[src/rtl/flash_sample_sequencer_if.sv]
// Avalon-MM read bundle between the sample sequencer and the flash controller.
// The sequencer is the master; the flash controller is the slave.
interface flash_sample_sequencer_if #(
  parameter int unsigned ADDR_W = 23
);
  logic              flash_mem_read;
  logic [ADDR_W-1:0] flash_mem_address;
  logic [3:0]        flash_mem_byteenable;
  logic              flash_mem_waitrequest;
  logic              flash_mem_readdatavalid;
  logic [31:0]       flash_mem_readdata;

  modport master (
    output flash_mem_read,
    output flash_mem_address,
    output flash_mem_byteenable,
    input  flash_mem_waitrequest,
    input  flash_mem_readdatavalid,
    input  flash_mem_readdata
  );

  modport slave (
    input  flash_mem_read,
    input  flash_mem_address,
    input  flash_mem_byteenable,
    output flash_mem_waitrequest,
    output flash_mem_readdatavalid,
    output flash_mem_readdata
  );
endinterface

[src/rtl/flash_sample_sequencer.sv]
// Walks flash word addresses and splits each 32-bit word into two
// 16-bit audio samples, one per sample tick, under keyboard control.
module flash_sample_sequencer #(
  parameter int unsigned       ADDR_W   = 23,
  parameter logic [ADDR_W-1:0] ADDR_MAX = 23'h7FFFF
) (
  input  logic                     clk,
  input  logic                     reset,
  input  logic                     sample_tick,
  input  logic                     pause,
  input  logic                     reverse,
  input  logic                     restart,
  flash_sample_sequencer_if.master flash_mem,
  output logic [15:0]              audio_sample,
  output logic                     audio_valid,
  output logic                     underrun
);

  typedef enum logic [2:0] {
    IDLE,
    REQ,
    WAIT_DATA,
    HALF1,
    HALF2
  } state_e;

  localparam logic [ADDR_W-1:0] ONE = 1;

  state_e            state_q, state_d;
  logic [ADDR_W-1:0] addr_q, addr_d;
  logic [31:0]       buf_q, buf_d;
  logic              dir_q, dir_d;
  logic              pend_q, pend_d;
  logic [15:0]       smp_q, smp_d;
  logic              vld_q, vld_d;
  logic              und_q, und_d;

  logic              tick_ok;
  logic [ADDR_W-1:0] step_addr;
  logic [ADDR_W-1:0] rst_addr;

  assign tick_ok  = sample_tick & ~pause;
  assign rst_addr = reverse ? ADDR_MAX : '0;

  always_comb begin
    step_addr = addr_q + ONE;
    if (reverse) begin
      step_addr = (addr_q == '0) ? ADDR_MAX : addr_q - ONE;
    end else if (addr_q == ADDR_MAX) begin
      step_addr = '0;
    end
  end

  always_ff @(posedge clk or posedge reset) begin
    if (reset) begin
      state_q <= IDLE;
      addr_q  <= '0;
      buf_q   <= '0;
      dir_q   <= 1'b0;
      pend_q  <= 1'b0;
      smp_q   <= '0;
      vld_q   <= 1'b0;
      und_q   <= 1'b0;
    end else begin
      state_q <= state_d;
      addr_q  <= addr_d;
      buf_q   <= buf_d;
      dir_q   <= dir_d;
      pend_q  <= pend_d;
      smp_q   <= smp_d;
      vld_q   <= vld_d;
      und_q   <= und_d;
    end
  end

  always_comb begin
    state_d = state_q;
    unique case (state_q)
      IDLE: state_d = REQ;
      REQ: begin
        if (!flash_mem.flash_mem_waitrequest) state_d = WAIT_DATA;
      end
      WAIT_DATA: begin
        if (flash_mem.flash_mem_readdatavalid) begin
          state_d = (pend_q | restart) ? REQ : HALF1;
        end
      end
      HALF1: begin
        if (restart)      state_d = REQ;
        else if (tick_ok) state_d = HALF2;
      end
      HALF2: begin
        if (restart | tick_ok) state_d = REQ;
      end
      default: state_d = IDLE;
    endcase
  end

  always_comb begin
    addr_d = addr_q;
    buf_d  = buf_q;
    dir_d  = dir_q;
    pend_d = pend_q;
    smp_d  = smp_q;
    vld_d  = 1'b0;
    und_d  = 1'b0;
    unique case (state_q)
      REQ: begin
        und_d = tick_ok;
        if (restart) pend_d = 1'b1;
      end
      WAIT_DATA: begin
        und_d = tick_ok;
        // a restart seen during the read discards the word it returns
        if (flash_mem.flash_mem_readdatavalid) begin
          if (pend_q | restart) begin
            addr_d = rst_addr;
            pend_d = 1'b0;
          end else begin
            buf_d = flash_mem.flash_mem_readdata;
            dir_d = reverse;
          end
        end else if (restart) begin
          pend_d = 1'b1;
        end
      end
      HALF1: begin
        if (restart) begin
          addr_d = rst_addr;
        end else if (tick_ok) begin
          smp_d = dir_q ? buf_q[31:16] : buf_q[15:0];
          vld_d = 1'b1;
        end
      end
      HALF2: begin
        if (restart) begin
          addr_d = rst_addr;
        end else if (tick_ok) begin
          smp_d  = dir_q ? buf_q[15:0] : buf_q[31:16];
          vld_d  = 1'b1;
          addr_d = step_addr;
        end
      end
      default: ;
    endcase
  end

  assign flash_mem.flash_mem_read       = (state_q == REQ);
  assign flash_mem.flash_mem_address    = addr_q;
  assign flash_mem.flash_mem_byteenable = 4'hF;

  assign audio_sample = smp_q;
  assign audio_valid  = vld_q;
  assign underrun     = und_q;

endmodule
[src/flat_wrapper.sv]
// flat-port wrapper written by rule: the top's interface ports become plain ports
module flash_sample_sequencer_flat 
#(
  parameter int unsigned       ADDR_W   = 23,
  parameter logic [ADDR_W-1:0] ADDR_MAX = 23'h7FFFF
)
  (clk, reset, sample_tick, pause, reverse, restart, audio_sample, audio_valid, underrun, flash_mem_flash_mem_read, flash_mem_flash_mem_address, flash_mem_flash_mem_byteenable, flash_mem_flash_mem_waitrequest, flash_mem_flash_mem_readdatavalid, flash_mem_flash_mem_readdata);
  flash_sample_sequencer_if #(.ADDR_W(ADDR_W)) flash_mem_i ();
  input  logic clk;
  input  logic reset;
  input  logic sample_tick;
  input  logic pause;
  input  logic reverse;
  input  logic restart;
  output logic [15:0] audio_sample;
  output logic audio_valid;
  output logic underrun;
  output wire logic [$bits(flash_mem_i.flash_mem_read)-1:0] flash_mem_flash_mem_read;
  output wire logic [$bits(flash_mem_i.flash_mem_address)-1:0] flash_mem_flash_mem_address;
  output wire logic [$bits(flash_mem_i.flash_mem_byteenable)-1:0] flash_mem_flash_mem_byteenable;
  input wire logic [$bits(flash_mem_i.flash_mem_waitrequest)-1:0] flash_mem_flash_mem_waitrequest;
  input wire logic [$bits(flash_mem_i.flash_mem_readdatavalid)-1:0] flash_mem_flash_mem_readdatavalid;
  input wire logic [$bits(flash_mem_i.flash_mem_readdata)-1:0] flash_mem_flash_mem_readdata;
  assign flash_mem_flash_mem_read = flash_mem_i.flash_mem_read;
  assign flash_mem_flash_mem_address = flash_mem_i.flash_mem_address;
  assign flash_mem_flash_mem_byteenable = flash_mem_i.flash_mem_byteenable;
  assign flash_mem_i.flash_mem_waitrequest = flash_mem_flash_mem_waitrequest;
  assign flash_mem_i.flash_mem_readdatavalid = flash_mem_flash_mem_readdatavalid;
  assign flash_mem_i.flash_mem_readdata = flash_mem_flash_mem_readdata;
  flash_sample_sequencer #(.ADDR_W(ADDR_W), .ADDR_MAX(ADDR_MAX)) u_core (.clk(clk), .reset(reset), .sample_tick(sample_tick), .pause(pause), .reverse(reverse), .restart(restart), .flash_mem(flash_mem_i), .audio_sample(audio_sample), .audio_valid(audio_valid), .underrun(underrun));
endmodule
[config.mk]
export PLATFORM = sky130hd
export DESIGN_NAME = flash_sample_sequencer_flat
export DESIGN_NICKNAME = d
export VERILOG_FILES = /design/src/rtl/flash_sample_sequencer_if.sv /design/src/rtl/flash_sample_sequencer.sv /design/src/flat_wrapper.sv
export SDC_FILE = /design/constraint.sdc
export NUM_CORES = 1
export LEC_CHECK = 0
export BUFFER_PORTS_ARGS = -buffer_cell sky130_fd_sc_hd__buf_2
export CAP_MARGIN = 0
export CORE_MARGIN = 3
export CORE_UTILIZATION = 50
export DETAILED_ROUTE_END_ITERATION = 10
export PLACE_DENSITY = 0.73
export SLEW_MARGIN = 20
export SYNTH_ARGS = -nofsm -noshare
export SYNTH_HDL_FRONTEND = slang
export SYNTH_SLANG_ARGS = --single-unit
[constraint.sdc]
create_clock -name clk -period 2.9 [get_ports clk]
set_input_delay 0.435 -clock clk [delete_from_list [all_inputs] [get_ports clk]]
set_output_delay 0.435 -clock clk [all_outputs]
set_load 0.02 [all_outputs]
==> summary.md, run 1 <==
| Metric | Value |
|---|---|
| Status | `finished clean` |
| WL final | `roughly 11000 um` |
| Final nets | `586` |
| Cell accounting for the most synthesized area | `dfrtp_1` |
| Final std cell area, no fill | `5150 um^2` |
| PwrDens | `around 920 nW/um^2` |
| GP Congestion | `0.945` |
| Synth Instances | `~480` |
| CP startpoint | `u_core.flash_mem.flash_mem_address[9]$_DFFE_PP0P_` |
| CP required | `3.13 ns` |
| Netlist cell types | `62` |
| Synth async-reset ratio | `100%` |
| Clock tree buffer depth | `2` |
| IO buf count | `81` |
| Relative slew slack | `about 43%` |
| Sequential area share after synthesis | `between 40 and 50%` |
| Max stage delay cell, worst path | `or4_4` |
| CTS buffer count | `9` |
| Post-synthesis xor/xnor area fraction | `roughly 3.1%` |
| Clock Tree Root | `clkbuf_8` |
| Post-place instance area | `~5000 um^2` |
| Yosys reg bits | `78` |
| First-pass GRT wire length | `roughly 18000 um` |
| CTS resizes | `0` |
| Critical Path Fanout Max | `11` |
| Ys flop type | `dfrtp_1` |
| Initial antenna violation count | `0` |
| Hpwl dp | `about 8000 um` |
| Worst R2R Start | `u_core.flash_mem.flash_mem_address[9]$_DFFE_PP0P_` |
| Largest net degree at the start of global routing | `38` |
| Final ANT Viol Nets | `0` |
| Yosys top cell area share | `a little over two fifths` |
| Worst Setup Start Kind | `register` |
| Top cells by area, synth | `dfrtp_1 (43%), mux2_2 (8.3%), mux2i_1 (4.0%)` |
| Fillers | `about 770` |
| Setup TNS | `0 ns` |
| Largest family of logic cells by synthesized area | `simple AND/OR/NAND/NOR gates` |
| Final Skew | `around 0.013 ns` |
| Via count | `3924` |
| P_leak | `approximately 2.3 nW` |
| Worst min path class | `in2async` |
| Most frequent CP cell | `or4_4` |
| PnR worst setup slack | `0.333 ns` |
| Post-DR wirelength/cell | `~17 um` |
| Worst-path clk slew | `~0.090 ns` |
| Mux cell area share after synthesis | `between 10% and 20%` |
| Synthesized-area fraction occupied by adder cells | `0.835%` |
| Pre-antenna DRT Iters | `5` |
| DIE WIDTH | `a little over 100 um` |
| Post-Syn Area | `between 4000 and 5000 um^2` |
| Bufs and invs on worst path | `0` |
| CP Class | `reg2reg` |
| H-tree lvl count | `3` |
| Top-count cell post-synth | `dfrtp_1` |
| Starting density of the core | `roughly 53%` |
| TritonCTS clock tree | `done` |
| Number of synthesized flops with an enable pin | `0` |
| DRC | `0` |
| Crit-path cells | `or3_4, or4_4, or4_4, o31ai_2, nand3b_1, a32o_1` |
| RSZ-0062 raised after global routing | `no` |
| Peak Freq | `about 0.4 GHz` |
| Sink Count | `slightly below 80` |
| Setup WS pre-CTS | `0.377 ns` |
| Vias/cell | `roughly 6.0` |
| Max-cap violations | `0` |
| Top post-synthesis cells by count | `dfrtp_1 (78), nand2_1 (44), o21ai_0 (35)` |
| ANT cells | `0` |
| Vias in the first global route | `3596` |
| CP Capture Type | `register` |
| Simple-Gate Fraction of Synth Area | `17.6%` |
| Io pins | `86` |
| Final worst-path cycle share | `just under 90%` |
| Period minus WS final | `roughly 2.6 ns` |
| Worst-Margin Slew | `about 0.86 ns` |
| Final Total Pwr | `about 0.0047 W` |
| Hold Buf Count CTS | `0` |
| Crit path largest cell delay | `about 0.53 ns` |
| Die area | `about 10000 um^2` |
| Layout cells sized above 1 | `roughly 29%` |
| DRT iter0 DRCs | `about 230` |
| Worst-Skew Late Latency | `~0.35 ns` |
| Final hold slack | `around 0.14 ns` |
| Complex-gate fraction of the synthesized area | `between 10% and 20%` |
| Grt total ovfl | `0` |
| Final Hold Vio Count | `0` |
| Final Slew Violations | `0` |
| Placeable core area | `about 8500 um^2` |
| Worst Path Arrival | `~2.8 ns` |
| Rows | `33` |
| Die Y | `between 100 and 150 um` |
| Ys Warns | `0` |
| Tot GR Track Use | `about 22%` |
| Max VDD drop | `between 400 and 500 uV` |
| Setup bufs post-CTS | `0` |
| P&R area growth vs syn | `14.7%` |
| # setup viols final | `0` |
| CP delay by family, top | `simple AND/OR/NAND/NOR gates` |
| Syn Area/Cell | `between 9 and 10 um^2` |
## placed cells by master (no fill, tap or decap), types with 13 or more instances in the layout
cell type,count
a21oi_1,23
buf_2,81
buf_4,15
dfrtp_1,78
inv_1,13
mux2_2,33
mux2i_1,18
nand2_1,44
nand3_1,20
nor2_1,25
nor3_1,14
o21ai_0,35
## per-layer routing
layer / part of all wire (%) / up-vias / global-route usage [%] / routed length (um)
met5: 0 / - / 0 / 0
met4: 1.0 / 0 / 6.63 / 112
met3: 6.6 / 8 / 3.67 / 738
met2: 47 / 164 / 34.7 / 5230
met1: 45 / 1877 / 32.2 / 5050
li1: - / 1875 / - / -
## power by group
part,switching [W],internal (W),leakage (nW),total [W]
Clock,0.000458,0.000334,0.0947,0.000792
Combinational,0.00112,0.000821,1.24,0.00194
Sequential,0.000515,0.00150,0.989,0.00201
Total,0.00209,0.00265,2.32,0.00474
## worst register-to-register path, stage by stage (launching register included)
cell and delay [ns]:
dfrtp_1 0.51, or3_4 0.44, or4_4 0.44, or4_4 0.53
o31ai_2 0.19, nand3b_1 0.10, a32o_1 0.26
## metrics by stage
step / utilization [%] / instances
final: 60.9 / 653
after global routing: 60.9 / 653
after CTS: 60.9 / 653
after detailed placement: 58.7 / 637
after global placement: 58.7 / 637
after floorplan: - / 480
## worst paths after layout
check                      slack (ns)                                            endpoint  cells after the start
setup / recovery                 0.33  u_core.flash_mem.flash_mem_address[18]$_DFFE_PP0P_                      6
hold / removal                   0.14  u_core.flash_mem.flash_mem_address[12]$_DFFE_PP0P_                      2
hold reg to reg                  0.48                 u_core.audio_sample[14]$_DFFE_PP0P_                      2
setup reg to reg                 0.33  u_core.flash_mem.flash_mem_address[18]$_DFFE_PP0P_                      6
max in group asynchronous        2.02                        u_core.buf_q[26]$_DFFE_PP0P_                      3
min in group clk                 0.30                         u_core.buf_q[3]$_DFFE_PP0P_                      2
## state kept, by name, indices dropped and copies added (netlist names)
register / count
u_core.buf_q: 32
u_core.flash_mem.flash_mem_address: 23
u_core.audio_sample: 16
u_core.state_q: 3
u_core.audio_valid: 1
u_core.dir_q: 1
u_core.pend_q: 1
u_core.underrun: 1
## cell type report
cell class / count / area, um^2 / share of cell area [%]
Multi-Input combinational cell: 344 / 2310 / 44.8
Sequential cell: 78 / 1950 / 37.9
Timing Repair Buffer: 96 / 518 / 10.0
Tap cell: 105 / 131 / 2.55
Clock buffer: 9 / 124 / 2.40
Clock inverter: 7 / 65.1 / 1.26
Inverter: 14 / 53.8 / 1.04
## logic make-up after synthesis
group | Yosys count
AOI/OAI and AO/OA | 116
adders and majority gates | 3
buffers and inverters | 58
and+or+nand+nor | 154
xor gates and xnor gates | 16
other | 1
muxes | 51
DFF | 78
Power figures use the tool's default switching activity.
==> run 2: changes to the inputs <==
--- a/config.mk
+++ b/config.mk
@@ -7,7 +7,7 @@
 export LEC_CHECK = 0
 export BUFFER_PORTS_ARGS = -buffer_cell sky130_fd_sc_hd__buf_2
 export CAP_MARGIN = 0
-export CORE_MARGIN = 3
+export CORE_MARGIN = 2
 export CORE_UTILIZATION = 50
 export DETAILED_ROUTE_END_ITERATION = 10
 export PLACE_DENSITY = 0.73
==> run 2 against run 1 <==
  * Sequential share of layout area is essentially flat
  * Clock-buffer cell count is the same
  * Utilization shrank 1.7 points
  * Non-clock buffer count grew 1
  * Largest cell class unchanged
  * Worst setup slack lost 0.073 ns
  * Clock power shrank 3.9%
  * Maximum frequency shrank 2.7%
==> summary.md, run 2 (synthesis results as in run 1) <==
| Metric | Value |
|---|---|
| Status | `finished clean (unchanged)` |
| Hold Buf Count CTS | `0 (unchanged)` |
| Final Total Pwr | `0.00474 W (about the same)` |
| ANT cells | `0 (unchanged)` |
| Grt total ovfl | `0 (unchanged)` |
| Crit-path cells | `nor4_1, nand3_1, nor4_1, buf_4, xor2_1, a221o_1 (was or3_4, or4_4, or4_4, o31ai_2, nand3b_1, a32o_1)` |
| Die area | `9770 um^2 (was 10200 um^2)` |
| Setup bufs post-CTS | `0 (unchanged)` |
| Worst-Skew Late Latency | `0.34 ns (was 0.35 ns)` |
| Pre-antenna DRT Iters | `5 (unchanged)` |
| H-tree lvl count | `3 (unchanged)` |
| DRT iter0 DRCs | `293 (was 234)` |
| Clock Tree Root | `clkbuf_8 (unchanged)` |
| Post-DR wirelength/cell | `17.1 um (was 17.0 um)` |
| Largest reg by FF count | `u_core.buf_q (unchanged)` |
| Flip-flop count of the largest register after layout | `32 (unchanged)` |
| Tot GR Track Use | `23.3% (was 22.4%)` |
| WL final | `11200 um (was 11100 um)` |
| Final Hold Vio Count | `0 (unchanged)` |
| Clock tree buffer depth | `2 (unchanged)` |
| Critical Path Fanout Max | `12 (was 11)` |
| Die Y | `98.8 um (was 101 um)` |
| Sink Count | `78 (unchanged)` |
| DIE WIDTH | `98.8 um (was 101 um)` |
| Worst-Margin Slew | `0.670 ns (was 0.858 ns)` |
| Final Skew | `0.0171 ns (was 0.0127 ns)` |
| Starting density of the core | `51.5% (was 53.1%)` |
| Most frequent cells in the layout | `buf_2 (81), dfrtp_1 (78), nand2_1 (44), o21ai_0 (35), mux2_2 (33) (unchanged)` |
| Via count | `3945 (was 3924)` |
| Max stage delay cell, worst path | `nor4_1 (was or4_4)` |
| Worst R2R Start | `u_core.flash_mem.flash_mem_address[6]$_DFFE_PP0P_ (was u_core.flash_mem.flash_mem_address[9]$_DFFE_PP0P_)` |
| RSZ-0062 raised after global routing | `no (unchanged)` |
| P_leak | `2.32 nW (about the same)` |
| Commonest non-fill, non-tap cell in the layout | `buf_2 (unchanged)` |
| Vias in the first global route | `3880 (was 3596)` |
| Max VDD drop | `422 uV (was 484 uV)` |
| Relative slew slack | `55.0% (was 42.8%)` |
| TritonCTS clock tree | `done (unchanged)` |
| CP required | `3.14 ns (was 3.13 ns)` |
| Vias/cell | `6.00 (was 6.01)` |
| Period minus WS final | `2.64 ns (was 2.57 ns)` |
| Max-cap violations | `0 (unchanged)` |
| DRC | `0 (unchanged)` |
| CTS resizes | `0 (unchanged)` |
| Peak Freq | `0.379 GHz (was 0.390 GHz)` |
| CP startpoint | `u_core.flash_mem.flash_mem_address[6]$_DFFE_PP0P_ (was u_core.flash_mem.flash_mem_address[9]$_DFFE_PP0P_)` |
| Worst min path class | `in2async (unchanged)` |
| Worst Setup Start Kind | `register (unchanged)` |
| Largest net degree at the start of global routing | `35 (was 38)` |
| Bufs and invs on worst path | `1 (was 0)` |
| CP Class | `reg2reg (unchanged)` |
| GP Congestion | `1.02 (was 0.945)` |
| First-pass GRT wire length | `18700 um (was 18300 um)` |
| # setup viols final | `0 (unchanged)` |
| P&R area growth vs syn | `14.8% (was 14.7%)` |
| Most frequent CP cell | `nor4_1 (was or4_4)` |
| R2r setup slk | `0.26 ns (was 0.33 ns)` |
| Rows | `34 (was 33)` |
| Layout cells sized above 1 | `29.1% (was 29.0%)` |
| Final nets | `587 (was 586)` |
| Final worst-path cycle share | `91.0% (was 88.5%)` |
| Final ANT Viol Nets | `0 (unchanged)` |
| Setup TNS | `0 ns (unchanged)` |
| Final Slew Violations | `0 (unchanged)` |
| CP delay by family, top | `simple AND/OR/NAND/NOR gates (unchanged)` |
| Placeable core area | `8720 um^2 (was 8460 um^2)` |
| Io pins | `86 (unchanged)` |
| Crit path largest cell delay | `0.60 ns (was 0.53 ns)` |
| Hpwl dp | `8000 um (was 7990 um)` |
| CP Capture Type | `register (unchanged)` |
| CTS buffer count | `9 (unchanged)` |
| IO buf count | `81 (unchanged)` |
| Worst Path Arrival | `2.88 ns (was 2.80 ns)` |
| Worst-path clk slew | `0.10 ns (was 0.09 ns)` |
| PwrDens | `918 nW/um^2 (was 920 nW/um^2)` |
| Initial antenna violation count | `0 (unchanged)` |
-- run 2: cell types whose count changed in the layout (fill, tap and decap cells not counted) --
cell	previous run	this run
clkinv_4	1	2
clkinvlp_4	1	2
inv_6	3	1
clkinv_2	1	2
buf_4	15	16
inv_8	2	1
-- run 2: area by class of cell --
type / instances / area [um^2]
fillers: 755 / 3560
multi-input cells: 344 / 2310
flip-flops and latches: 78 / 1950
repair buffers: 97 / 526
well taps: 108 / 135
clock buffers: 9 / 124
clock inverters: 7 / 57.6
inverters: 14 / 53.8
-- run 2: per-stage QoR --
stage | area (um^2) | std cells | hold slack (ns) | worst slack (ns) | utilization [%]
final | 5160 | 657 | 0.130 | 0.260 | 59.2
after global routing | 5160 | 657 | 0.181 | 0.163 | 59.2
after CTS | 5160 | 657 | 0.147 | 0.342 | 59.2
after detailed placement | 4980 | 641 | 0.465 | 0.349 | 57.1
after global placement | 4980 | 641 | 0.457 | 0.417 | 57.1
after floorplan | 4510 | 480 | 0.480 | 0.352 | -
-- run 2: final timing paths --
kind,depth (start not counted),end
min reg2reg,2,u_core.audio_sample[5]$_DFFE_PP0P_
min in group clk,2,u_core.buf_q[14]$_DFFE_PP0P_
min,2,u_core.flash_mem.flash_mem_address[15]$_DFFE_PP0P_
max reg2reg,6,u_core.flash_mem.flash_mem_address[19]$_DFFE_PP0P_
max,6,u_core.flash_mem.flash_mem_address[19]$_DFFE_PP0P_
max in group asynchronous,3,u_core.buf_q[30]$_DFFE_PP0P_
-- run 2: power by group --
part           switching [W]  internal, W  leakage (nW)  total [W]
logic                0.00112     0.000830          1.24    0.00195
registers           0.000528      0.00150         0.989    0.00203
clock network       0.000439     0.000321        0.0877   0.000761
total                0.00209      0.00265          2.32    0.00474
-- run 2: routing by layer --
| layer | up-vias | part of all wire [%] | global-route usage, % |
|---|---|---|---|
| met5 | - | 0 | 0 |
| met4 | 0 | 1.3 | 7.27 |
| met3 | 17 | 6.7 | 4.47 |
| met2 | 139 | 48 | 36.9 |
| met1 | 1912 | 44 | 32.6 |
| li1 | 1877 | - | - |
==> run 3: changes to the inputs <==
--- a/config.mk
+++ b/config.mk
@@ -5,12 +5,13 @@
 export SDC_FILE = /design/constraint.sdc
 export NUM_CORES = 1
 export LEC_CHECK = 0
+export ABC_AREA = 1
 export BUFFER_PORTS_ARGS = -buffer_cell sky130_fd_sc_hd__buf_2
 export CAP_MARGIN = 0
 export CORE_MARGIN = 2
 export CORE_UTILIZATION = 50
 export DETAILED_ROUTE_END_ITERATION = 10
-export PLACE_DENSITY = 0.73
+export PLACE_DENSITY = 0.72
 export SLEW_MARGIN = 20
 export SYNTH_ARGS = -nofsm -noshare
 export SYNTH_HDL_FRONTEND = slang
==> constraint.sdc (replaced) <==
create_clock -name clk -period 2.9 [get_ports clk]
set_input_delay 0.58 -clock clk [delete_from_list [all_inputs] [get_ports clk]]
set_output_delay 0.58 -clock clk [all_outputs]
set_load 0.02 [all_outputs]
==> run 3 against run 2 <==
  * Clock skew shrank 0.0018 ns
  * Via count grew 17%
  * Sequential power is 2% higher
  * Cell count increased by 31%
  * Largest cell class unchanged
  * Highest routed layer unchanged
==> summary.md, run 3 <==
| Metric | Value |
|---|---|
| Status | `finished clean (unchanged)` |
| Pre-antenna DRT Iters | `7 (was 5)` |
| Worst Setup Start Kind | `register (unchanged)` |
| Ys flop type | `dfrtp_1 (unchanged)` |
| Worst min path class | `in2async (unchanged)` |
| Setup TNS | `0 ns (unchanged)` |
| Critical Path Fanout Max | `5 (was 12)` |
| Synth Instances | `649 (was 477)` |
| ANT cells | `0 (unchanged)` |
| Top cells by area, synth | `dfrtp_1 (39%), nand2_1 (13%), nor2_1 (7.5%) (was dfrtp_1 (43%), mux2_2 (8.3%), mux2i_1 (4.0%))` |
| Vias in the first global route | `4465 (was 3880)` |
| Clock tree buffer depth | `2 (unchanged)` |
| Final Hold Vio Count | `0 (unchanged)` |
| Starting density of the core | `51.2% (was 51.5%)` |
| Bufs and invs on worst path | `2 (was 1)` |
| Initial antenna violation count | `0 (unchanged)` |
| CTS resizes | `0 (unchanged)` |
| Syn Area/Cell | `7.67 um^2 (was 9.42 um^2)` |
| Netlist cell types | `42 (was 62)` |
| Die area | `10800 um^2 (was 9770 um^2)` |
| Max VDD drop | `569 uV (was 422 uV)` |
| DRT iter0 DRCs | `302 (was 293)` |
| H-tree lvl count | `3 (unchanged)` |
| Layout cells sized above 1 | `25.8% (was 29.1%)` |
| CP Class | `reg2out (was reg2reg)` |
| Peak Freq | `0.463 GHz (was 0.379 GHz)` |
| Worst-Margin Slew | `0.785 ns (was 0.670 ns)` |
| RSZ-0062 raised after global routing | `no (unchanged)` |
| Flip-flop count of the largest register after layout | `32 (unchanged)` |
| Final Slew Violations | `0 (unchanged)` |
| Most frequent cells in the layout | `nand2_1 (169), nor2_1 (100), buf_2 (81), dfrtp_1 (78), inv_1 (53) (was buf_2 (81), dfrtp_1 (78), nand2_1 (44), o21ai_0 (35), mux2_2 (33))` |
| PnR worst setup slack | `0.739 ns (was 0.260 ns)` |
| Crit-path cells | `inv_2, nor3_1, buf_2 (was nor4_1, nand3_1, nor4_1, buf_4, xor2_1, a221o_1)` |
| Yosys top cell area share | `39.2% (was 43.4%)` |
| # setup viols final | `0 (unchanged)` |
| DRC | `0 (unchanged)` |
| Setup WS pre-CTS | `0.666 ns (was 0.349 ns)` |
| DIE WIDTH | `104 um (was 98.8 um)` |
| Via count | `4621 (was 3945)` |
| Final Total Pwr | `0.00548 W (was 0.00474 W)` |
| Crit path largest cell delay | `0.44 ns (was 0.60 ns)` |
| Fillers | `926 (was 755)` |
| P&R area growth vs syn | `12.4% (was 14.8%)` |
| Die Y | `104 um (was 98.8 um)` |
| Period minus WS final | `2.16 ns (was 2.64 ns)` |
| Rows | `36 (was 34)` |
| GP Congestion | `1.03 (was 1.02)` |
| Tot GR Track Use | `25.8% (was 23.3%)` |
| Largest net degree at the start of global routing | `61 (was 35)` |
| Ys Warns | `0 (unchanged)` |
| Io pins | `86 (unchanged)` |
| Final std cell area, no fill | `5600 um^2 (was 5160 um^2)` |
| TritonCTS clock tree | `done (unchanged)` |
| Commonest non-fill, non-tap cell in the layout | `nand2_1 (was buf_2)` |
| Sink Count | `78 (unchanged)` |
| Cell accounting for the most synthesized area | `dfrtp_1 (unchanged)` |
| Number of synthesized flops with an enable pin | `0 (unchanged)` |
| Final nets | `764 (was 587)` |
| Max stage delay cell, worst path | `dfrtp_1 (was nor4_1)` |
| Worst Path Arrival | `1.58 ns (was 2.88 ns)` |
| Sequential area share after synthesis | `39.2% (was 43.4%)` |
| FF/Latch Area | `1950 um^2 (unchanged)` |
| Largest reg by FF count | `u_core.buf_q (unchanged)` |
| Setup bufs post-CTS | `0 (unchanged)` |
| Area occupied by multi-input gates | `2620 um^2 (was 2310 um^2)` |
| Max-cap violations | `0 (unchanged)` |
| PwrDens | `980 nW/um^2 (was 918 nW/um^2)` |
| CTS buffer count | `9 (unchanged)` |
| Clock Tree Root | `clkbuf_8 (unchanged)` |
| Top post-synthesis cells by count | `nand2_1 (169), nor2_1 (100), dfrtp_1 (78) (was dfrtp_1 (78), nand2_1 (44), o21ai_0 (35))` |
| Top-count cell post-synth | `nand2_1 (was dfrtp_1)` |
| Final ANT Viol Nets | `0 (unchanged)` |
| Synth async-reset ratio | `100% (unchanged)` |
| Post-DR wirelength/cell | `15.7 um (was 17.1 um)` |
| Final Skew | `0.0152 ns (was 0.0171 ns)` |
| Vias/cell | `5.38 (was 6.00)` |
| Post-Syn Area | `4980 um^2 (was 4500 um^2)` |
| CP Capture Type | `output pin (was register)` |
| CP required | `2.32 ns (was 3.14 ns)` |
| Relative slew slack | `47.5% (was 55.0%)` |
| P_leak | `2.70 nW (was 2.32 nW)` |
| First-pass GRT wire length | `22300 um (was 18700 um)` |
| Placeable core area | `9730 um^2 (was 8720 um^2)` |
| WL final | `13500 um (was 11200 um)` |
| Post-place instance area | `5420 um^2 (was 4980 um^2)` |
| Worst-Skew Late Latency | `0.36 ns (was 0.34 ns)` |
| IO buf count | `81 (unchanged)` |
| Hpwl dp | `10000 um (was 8000 um)` |
| Final worst-path cycle share | `74.5% (was 91.0%)` |
| Worst-path clk slew | `0.10 ns (about the same)` |
| Hold Buf Count CTS | `0 (unchanged)` |
| CP delay by family, top | `flip-flops (was simple AND/OR/NAND/NOR gates)` |
| Yosys reg bits | `78 (unchanged)` |
| Grt total ovfl | `0 (unchanged)` |
==> run 3: final timing paths <==
check / slack [ns] / endpoint / startpoint / cells after the start
worst max-delay path: 0.74 / flash_mem_flash_mem_read / u_core.state_q[0]$_DFFE_PP0P_ / 3
worst min-delay path: 0.17 / u_core.flash_mem.flash_mem_address[16]$_DFFE_PP0P_ / reset / 2
worst max register to register: 0.81 / u_core.flash_mem.flash_mem_address[11]$_DFFE_PP0P_ / u_core.state_q[2]$_DFFE_PP0P_ / 10
worst min register to register: 0.51 / u_core.buf_q[4]$_DFFE_PP0P_ / u_core.buf_q[4]$_DFFE_PP0P_ / 1
max in group asynchronous: 2.09 / u_core.state_q[0]$_DFFE_PP0P_ / reset / 3
min in group clk: 0.44 / u_core.buf_q[5]$_DFFE_PP0P_ / flash_mem_flash_mem_readdata[5] / 2
==> run 3: logic make-up (layout without fill, tap and decap cells) <==
family | count (synthesis) | count (layout) | share of synthesized area (%)
AND/OR/NAND/NOR | 367 | 367 | 33.3
AO/OA/AOI/OAI | 70 | 70 | 9.13
XOR/XNOR | 10 | 10 | 1.91
other | 1 | 4 | 0.0753
flip-flops | 78 | 78 | 39.2
multiplexers | 32 | 32 | 7.24
adder cells (fa/ha/maj) | 3 | 3 | 0.754
buffers and inverters | 88 | 162 | 8.35
==> run 3: final cells by class <==
type	count	area share, %
multi-input cells	486	46.8
flip-flops and latches	78	34.9
repair buffers	85	8.00
inverters	61	4.11
well taps	133	2.97
clock buffers	9	2.21
clock inverters	7	0.984
==> run 3: through the flow <==
step / cells / hold slack, ns / utilization (%)
2_1_floorplan: 652 / 0.465 / -
3_5_place_dp: 843 / 0.486 / 55.7
4_1_cts: 859 / 0.171 / 57.5
5_1_grt: 859 / 0.187 / 57.5
3_3_place_gp: 843 / 0.477 / 55.7
6_report: 859 / 0.171 / 57.5
==> run 3: where the power goes <==
part / leakage [nW] / internal [W] / switching [W]
clock: 0.0866 / 0.000320 / 0.000459
sequential: 0.962 / 0.00157 / 0.000507
combinational: 1.65 / 0.000916 / 0.00172
total: 2.70 / 0.00280 / 0.00268
==> run 3: routing by layer <==
layer	part of all wire, %	GRT usage [%]	vias to the layer above
li1	-	-	2237
met1	41	33.1	2128
met2	47	42.4	225
met3	9.3	6.42	31
met4	2.8	9.65	0
met5	0	0	-
